**src/rtl/video_frame_arbiter.sv**
```systemverilog
`default_nettype none
// ============================================================================
// Module      : video_frame_arbiter
// Description : Frame-granular arbiter between two Avalon-ST video sources
//               (A = test pattern, B = frame reader) feeding one output,
//               with an Avalon-MM CSR slave for control, status and counters.
// Revision    : 1.0 - initial release
// ============================================================================
module video_frame_arbiter #(
  parameter int WIDTH = 16
) (
  input  logic             clock,
  input  logic             clock_sreset,
  // CSR slave
  input  logic [3:0]       s_address,
  input  logic [31:0]      s_writedata,
  output logic [31:0]      s_readdata,
  input  logic             s_read,
  input  logic             s_write,
  output logic             s_waitrequest,
  // source A
  output logic             a_ready,
  input  logic             a_valid,
  input  logic             a_sop,
  input  logic             a_eop,
  input  logic [WIDTH-1:0] a_data,
  // source B
  output logic             b_ready,
  input  logic             b_valid,
  input  logic             b_sop,
  input  logic             b_eop,
  input  logic [WIDTH-1:0] b_data,
  // arbitrated output
  input  logic             st_ready,
  output logic             st_valid,
  output logic             st_sop,
  output logic             st_eop,
  output logic [WIDTH-1:0] st_data
);

  localparam logic [1:0] ST_IDLE = 2'd0;
  localparam logic [1:0] ST_ARB  = 2'd1;
  localparam logic [1:0] ST_SYNC = 2'd2;
  localparam logic [1:0] ST_XFER = 2'd3;

  logic [1:0]  state;
  logic [1:0]  state_nxt;
  logic [2:0]  control;
  logic [15:0] frames_out;
  logic [15:0] discards;
  logic        grant;
  logic        last_grant;
  logic        rd_pending;

  logic        enable;
  logic        auto_mode;
  logic        sel;
  logic        g_valid;
  logic        g_sop;
  logic        g_eop;
  logic [WIDTH-1:0] g_data;
  logic        pref;
  logic        pref_valid;
  logic        last_valid;
  logic        arb_ok;
  logic        arb_pick;
  logic        discard_evt;
  logic        frame_evt;
  logic        clear_cnt;
  logic        rd_start;
  logic [31:0] read_val;
  logic        unused_writedata;

  assign enable    = control[0];
  assign auto_mode = control[1];
  assign sel       = control[2];
  assign unused_writedata = ^s_writedata[31:3];

  // Signals of whichever source currently holds the grant
  assign g_valid = grant ? b_valid : a_valid;
  assign g_sop   = grant ? b_sop   : a_sop;
  assign g_eop   = grant ? b_eop   : a_eop;
  assign g_data  = grant ? b_data  : a_data;

  // Auto mode prefers the other source, falls back to the last one
  assign pref       = ~last_grant;
  assign pref_valid = pref ? b_valid : a_valid;
  assign last_valid = last_grant ? b_valid : a_valid;
  assign arb_ok     = auto_mode ? (pref_valid | last_valid) : 1'b1;
  assign arb_pick   = auto_mode ? (pref_valid ? pref : last_grant) : sel;

  assign discard_evt = (state == ST_SYNC) && g_valid && !g_sop;
  assign frame_evt   = (state == ST_XFER) && g_valid && st_ready && g_eop;
  assign clear_cnt   = s_write && (s_address == 4'h2);

  // Reads stall one cycle so the read data can be registered
  assign rd_start      = s_read && !s_write && !rd_pending;
  assign s_waitrequest = rd_start;

  // State register
  always_ff @(posedge clock) begin
    if (clock_sreset) state <= ST_IDLE;
    else              state <= state_nxt;
  end

  // Next-state logic; control is only sampled at frame boundaries
  always_comb begin
    state_nxt = state;
    case (state)
      ST_IDLE: if (enable) state_nxt = ST_ARB;
      ST_ARB: begin
        if (!enable)     state_nxt = ST_IDLE;
        else if (arb_ok) state_nxt = ST_SYNC;
      end
      ST_SYNC: if (g_valid && g_sop) state_nxt = ST_XFER;
      ST_XFER: if (frame_evt) state_nxt = ST_ARB;
      default: state_nxt = ST_IDLE;
    endcase
  end

  // Output logic; the sop beat is held back in SYNC so XFER forwards it
  always_comb begin
    a_ready  = 1'b0;
    b_ready  = 1'b0;
    st_valid = 1'b0;
    st_sop   = 1'b0;
    st_eop   = 1'b0;
    st_data  = '0;
    case (state)
      ST_SYNC: begin
        if (grant) b_ready = ~b_sop;
        else       a_ready = ~a_sop;
      end
      ST_XFER: begin
        st_valid = g_valid;
        st_sop   = g_sop;
        st_eop   = g_eop;
        st_data  = g_data;
        if (grant) b_ready = st_ready;
        else       a_ready = st_ready;
      end
      default: ;
    endcase
  end

  // Grant bookkeeping
  always_ff @(posedge clock) begin
    if (clock_sreset) begin
      grant      <= 1'b0;
      last_grant <= 1'b1;
    end else begin
      if (state == ST_ARB && enable && arb_ok) grant <= arb_pick;
      if (frame_evt) last_grant <= grant;
    end
  end

  // Control register and event counters
  always_ff @(posedge clock) begin
    if (clock_sreset) begin
      control    <= 3'd0;
      frames_out <= 16'd0;
      discards   <= 16'd0;
    end else begin
      if (s_write && s_address == 4'h0) control <= s_writedata[2:0];
      if (clear_cnt)      frames_out <= 16'd0;
      else if (frame_evt) frames_out <= frames_out + 16'd1;
      if (clear_cnt)        discards <= 16'd0;
      else if (discard_evt) discards <= discards + 16'd1;
    end
  end

  // CSR read mux
  always_comb begin
    read_val = 32'd0;
    case (s_address)
      4'h0: read_val = {29'd0, control};
      4'h1: read_val = {30'd0, grant, (state != ST_IDLE)};
      4'h2: read_val = {16'd0, frames_out};
      4'h3: read_val = {16'd0, discards};
      default: read_val = 32'd0;
    endcase
  end

  // Registered read data, presented when waitrequest drops
  always_ff @(posedge clock) begin
    if (clock_sreset) begin
      s_readdata <= 32'd0;
      rd_pending <= 1'b0;
    end else if (rd_start) begin
      s_readdata <= read_val;
      rd_pending <= 1'b1;
    end else begin
      rd_pending <= 1'b0;
    end
  end

endmodule
`default_nettype wire

```
**config.mk**
```make
export PLATFORM = sky130hd
export DESIGN_NAME = video_frame_arbiter
export DESIGN_NICKNAME = d
export VERILOG_FILES = /design/src/rtl/video_frame_arbiter.sv
export SDC_FILE = /design/constraint.sdc
export NUM_CORES = 1
export LEC_CHECK = 0
export ABC_CLOCK_PERIOD_IN_PS = 2400
export BUFFER_PORTS_ARGS = -buffer_cell sky130_fd_sc_hd__buf_2
export CAP_MARGIN = 10
export CORE_MARGIN = 3
export CORE_UTILIZATION = 49
export DETAILED_ROUTE_END_ITERATION = 6
export PLACE_DENSITY = 0.78
export SLEW_MARGIN = 40
export SYNTH_ARGS = -nofsm -noshare
export SYNTH_HDL_FRONTEND = slang
export SYNTH_SLANG_ARGS = --single-unit
```
**constraint.sdc**
```tcl
create_clock -name clock -period 2.4 [get_ports clock]
set_input_delay 0.12 -clock clock [delete_from_list [all_inputs] [get_ports clock]]
set_output_delay 0.12 -clock clock [all_outputs]
set_load 0.005 [all_outputs]
```
==> out/results.ini <==
[outcome]
run_status=finished clean

[timing]
timing.setup.tns_ps=0
hold_viol=0
worst-slew-pin-transition_ps=737.4
setup_violations=0
post-route-min-period_ps=2207
timing.hold.ws_ps=33.55
timing.max_slew.rel_slack_pct=50.62
clock-skew-final_ps=7.168
grt_setup_unrepaired=false
final_period_utilization_pct=91.94
fmax_mhz=453.2
timing_max_transition_violations_final=0

[global_route]
number_of_antenna_violations_at_the_first_check_in_global_routing=0
first_global_vias=2654
pin_count_of_the_biggest_net_entering_global_routing=31
grt_first_pass_wirelength_microns=12400
grt_overflow=0
grtUsageTotal_pct=19.87

[final_layout]
most-common-layout-cells=sky130_fd_sc_hd__buf_2 (87), sky130_fd_sc_hd__dfxtp_1 (56), sky130_fd_sc_hd__nor2_1 (29), sky130_fd_sc_hd__a21oi_1 (26), sky130_fd_sc_hd__mux2i_1 (24)
share_of_layout_cells_above_drive_strength_1_pct=25.32
mostFrequentLayoutCell=sky130_fd_sc_hd__buf_2
flow.area_growth_from_synthesis_pct=16.68
net_count_reported_at_finish=547
number_of_antenna_diodes=0

[yosys]
synth.avg_cell_area_sq_um=8.422
ff_latch_count_synth=56
synth.yosys.seq_area_share_pct=34.76
postSynth.topFlopCell=sky130_fd_sc_hd__dfxtp_1
synth_top_area_share_pct=34.76
synth-simple-area-share_pct=23.93
syn-instance-count=383
fraction_of_the_mapped_netlist_area_in_compound_gates_pct=19.32
yosysWarningCount=0
post_synth_main_area_contributors=sky130_fd_sc_hd__dfxtp_1 (35%), sky130_fd_sc_hd__mux2i_1 (7.4%), sky130_fd_sc_hd__a21oi_1 (4.0%)
syn_area_sq_um=3226
ys_async_sr_fraction_pct=0
ys_types=49
synth_top_family_by_area=simple AND/OR/NAND/NOR gates
post_synthesis_share_of_cell_area_spent_on_full_adders_half_adders_and_majority_gates_pct=2.715
synthMuxAreaShare_pct=8.573
synth_enable_flop_cells=0
synth_area_leader_cell=sky130_fd_sc_hd__dfxtp_1
yosys.area_share.xor_xnor_pct=2.444

[clocking]
clk_root_buffer_cell=sky130_fd_sc_hd__clkbuf_8
cts.repair_timing.setup_buffer_count=0
cts_inserted_buffers=5
clk_latency_ps=320
htree_levels=2
number_of_instances_resized_during_post_cts_repair=0
cts_tree=built
cts.sink_count=56
clk_transition_reported_paths_ps=100
cts_buffer_depth=2
cts_hold_repair.buffers=0

[setup_path]
start_kind=flop
critPathBufInv=0
cpPeakStageDelay_ps=640
worst_path_max_delay_cell=sky130_fd_sc_hd__or3_1
path_cells=ha_1 -> nand2_1 -> or3_1 -> a211oi_2 -> mux2_2
timing.critical_path.arrival_ps=2420
worst_ep_required_time_ps=2610
worst_setup_path_end_kind=flop
critical_path.top_delay_family=simple AND/OR/NAND/NOR gates
crit_type=reg2reg
worst-path-max-fanout=17

[pwr]
peakVddDrop_v=0.0004090
power_density_nw_per_um2=438.8
power.static_leakage_nw=1.503

[drt]
route.detailed.vias_per_inst=5.585
drc=0
drt-wirelength-per-cell_microns=14.28
drt_pre_antenna_iters=4
detail_route.wirelength_microns=7670
vias=2999
antenna_left=0
drtIter0Drc=171

[placed_design]
globalplace.congestion=0.7842
io_buffer_count=87
detailedPlacementHpwl_microns=5765

[floorplanning]
core_region_area_sq_um=6131
die_height_microns=87.14
fp.dieArea_sq_um=7593
initial_utilization_pct=52.61
floorplan.rows=28
io_pins=133
dieWidth_microns=87.14

[worst_hold_path]
min-delay-path-class=in2reg

[job]
cap_viol_max_count=0

-- final cells by class --
type	instances	area [sq um]
well taps	75	93.84
clock buffers	5	68.82
repair buffers	98	518.0
multi-input cells	292	1904
inverters	8	30.03
flip-flops and latches	56	1121
fillers	536	2367
clock inverters	3	27.53
-- worst register-to-register path, delay by kind of cell (launching register included) --
| family | cells | cell delay [ps] |
|---|---|---|
| simple gates | 2 | 720 |
| compound gates | 1 | 390 |
| fa+ha+maj | 1 | 220 |
| mux | 1 | 380 |
| flops | 1 | 410 |
-- Yosys cell counts (4+ instances only) --
cell type,n
sky130_fd_sc_hd__nand2_1,23
sky130_fd_sc_hd__a22oi_1,15
sky130_fd_sc_hd__buf_2,6
sky130_fd_sc_hd__a2bb2oi_1,13
sky130_fd_sc_hd__inv_1,8
sky130_fd_sc_hd__nand2b_1,6
sky130_fd_sc_hd__nor2_1,29
sky130_fd_sc_hd__o211ai_1,4
sky130_fd_sc_hd__or3_1,15
sky130_fd_sc_hd__mux2i_1,24
sky130_fd_sc_hd__clkbuf_1,17
sky130_fd_sc_hd__xnor2_1,5
sky130_fd_sc_hd__dfxtp_1,56
sky130_fd_sc_hd__or4_1,7
sky130_fd_sc_hd__nand4_1,6
sky130_fd_sc_hd__nor2b_1,20
sky130_fd_sc_hd__ha_1,7
sky130_fd_sc_hd__o31ai_1,5
sky130_fd_sc_hd__a21oi_1,26
sky130_fd_sc_hd__nand3_1,13
sky130_fd_sc_hd__buf_4,16
sky130_fd_sc_hd__xor2_1,4
sky130_fd_sc_hd__o21ai_0,17
-- through the flow --
stage          worst slack (ps)  instance area [sq um]  power (mW)  cells  utilization (%)
4_1_cts                   191.9                   3764       1.650    537            61.39
5_1_grt                   41.84                   3764       1.708    537            61.39
2_1_floorplan             427.5                   3282       1.071    398                -
3_5_place_dp              225.0                   3667       1.122    529            59.82
3_3_place_gp              268.6                   3667       1.116    529            59.82
6_report                  193.3                   3764       1.651    537            61.39
-- layer usage --
layer  global-route usage (%)  routed length [microns]
met1                    27.71                     3422
met3                    3.500                      611
met2                    31.82                     3537
met4                    5.021                       99
met5                        0                        0
-- path summary, 6_finish.rpt --
check / start / to / slack (ps) / cells past startpoint
max: state[0]$_SDFFE_PP0P_ / state[0]$_SDFFE_PP0P_ / 190 / 5
min: s_writedata[0] / control[0]$_SDFFE_PP0P_ / 30 / 3
max reg2reg: state[0]$_SDFFE_PP0P_ / state[0]$_SDFFE_PP0P_ / 190 / 5
min reg2reg: s_readdata[2]$_SDFFE_PP0P_ / s_readdata[2]$_SDFFE_PP0P_ / 460 / 2
-- where the power goes --
part           internal [mW]  leakage (nW)  switching, mW  total, mW
combinational         0.0733          1.01         0.0864      0.160
clock                  0.215        0.0463          0.336      0.551
sequential             0.934         0.451        0.00617      0.941
total                   1.22          1.50          0.429       1.65
-- flip-flops by register name, summed over array words and instances, names as in the netlist --
signal,cells
state,2
frames_out,16
s_readdata,16
grant,1
discards,16
rd_pending,1
last_grant,1
control,3
-- kinds of logic after synthesis --
group                      count (synthesis)
xor gates and xnor gates                   9
adders and majority gates                  7
buffers and inverters                     50
AOI/OAI and AO/OA                         93
other                                      1
muxes                                     27
and+or+nand+nor                          140
DFF                                       56
No activity file was read; power rests on OpenSTA's default activity.
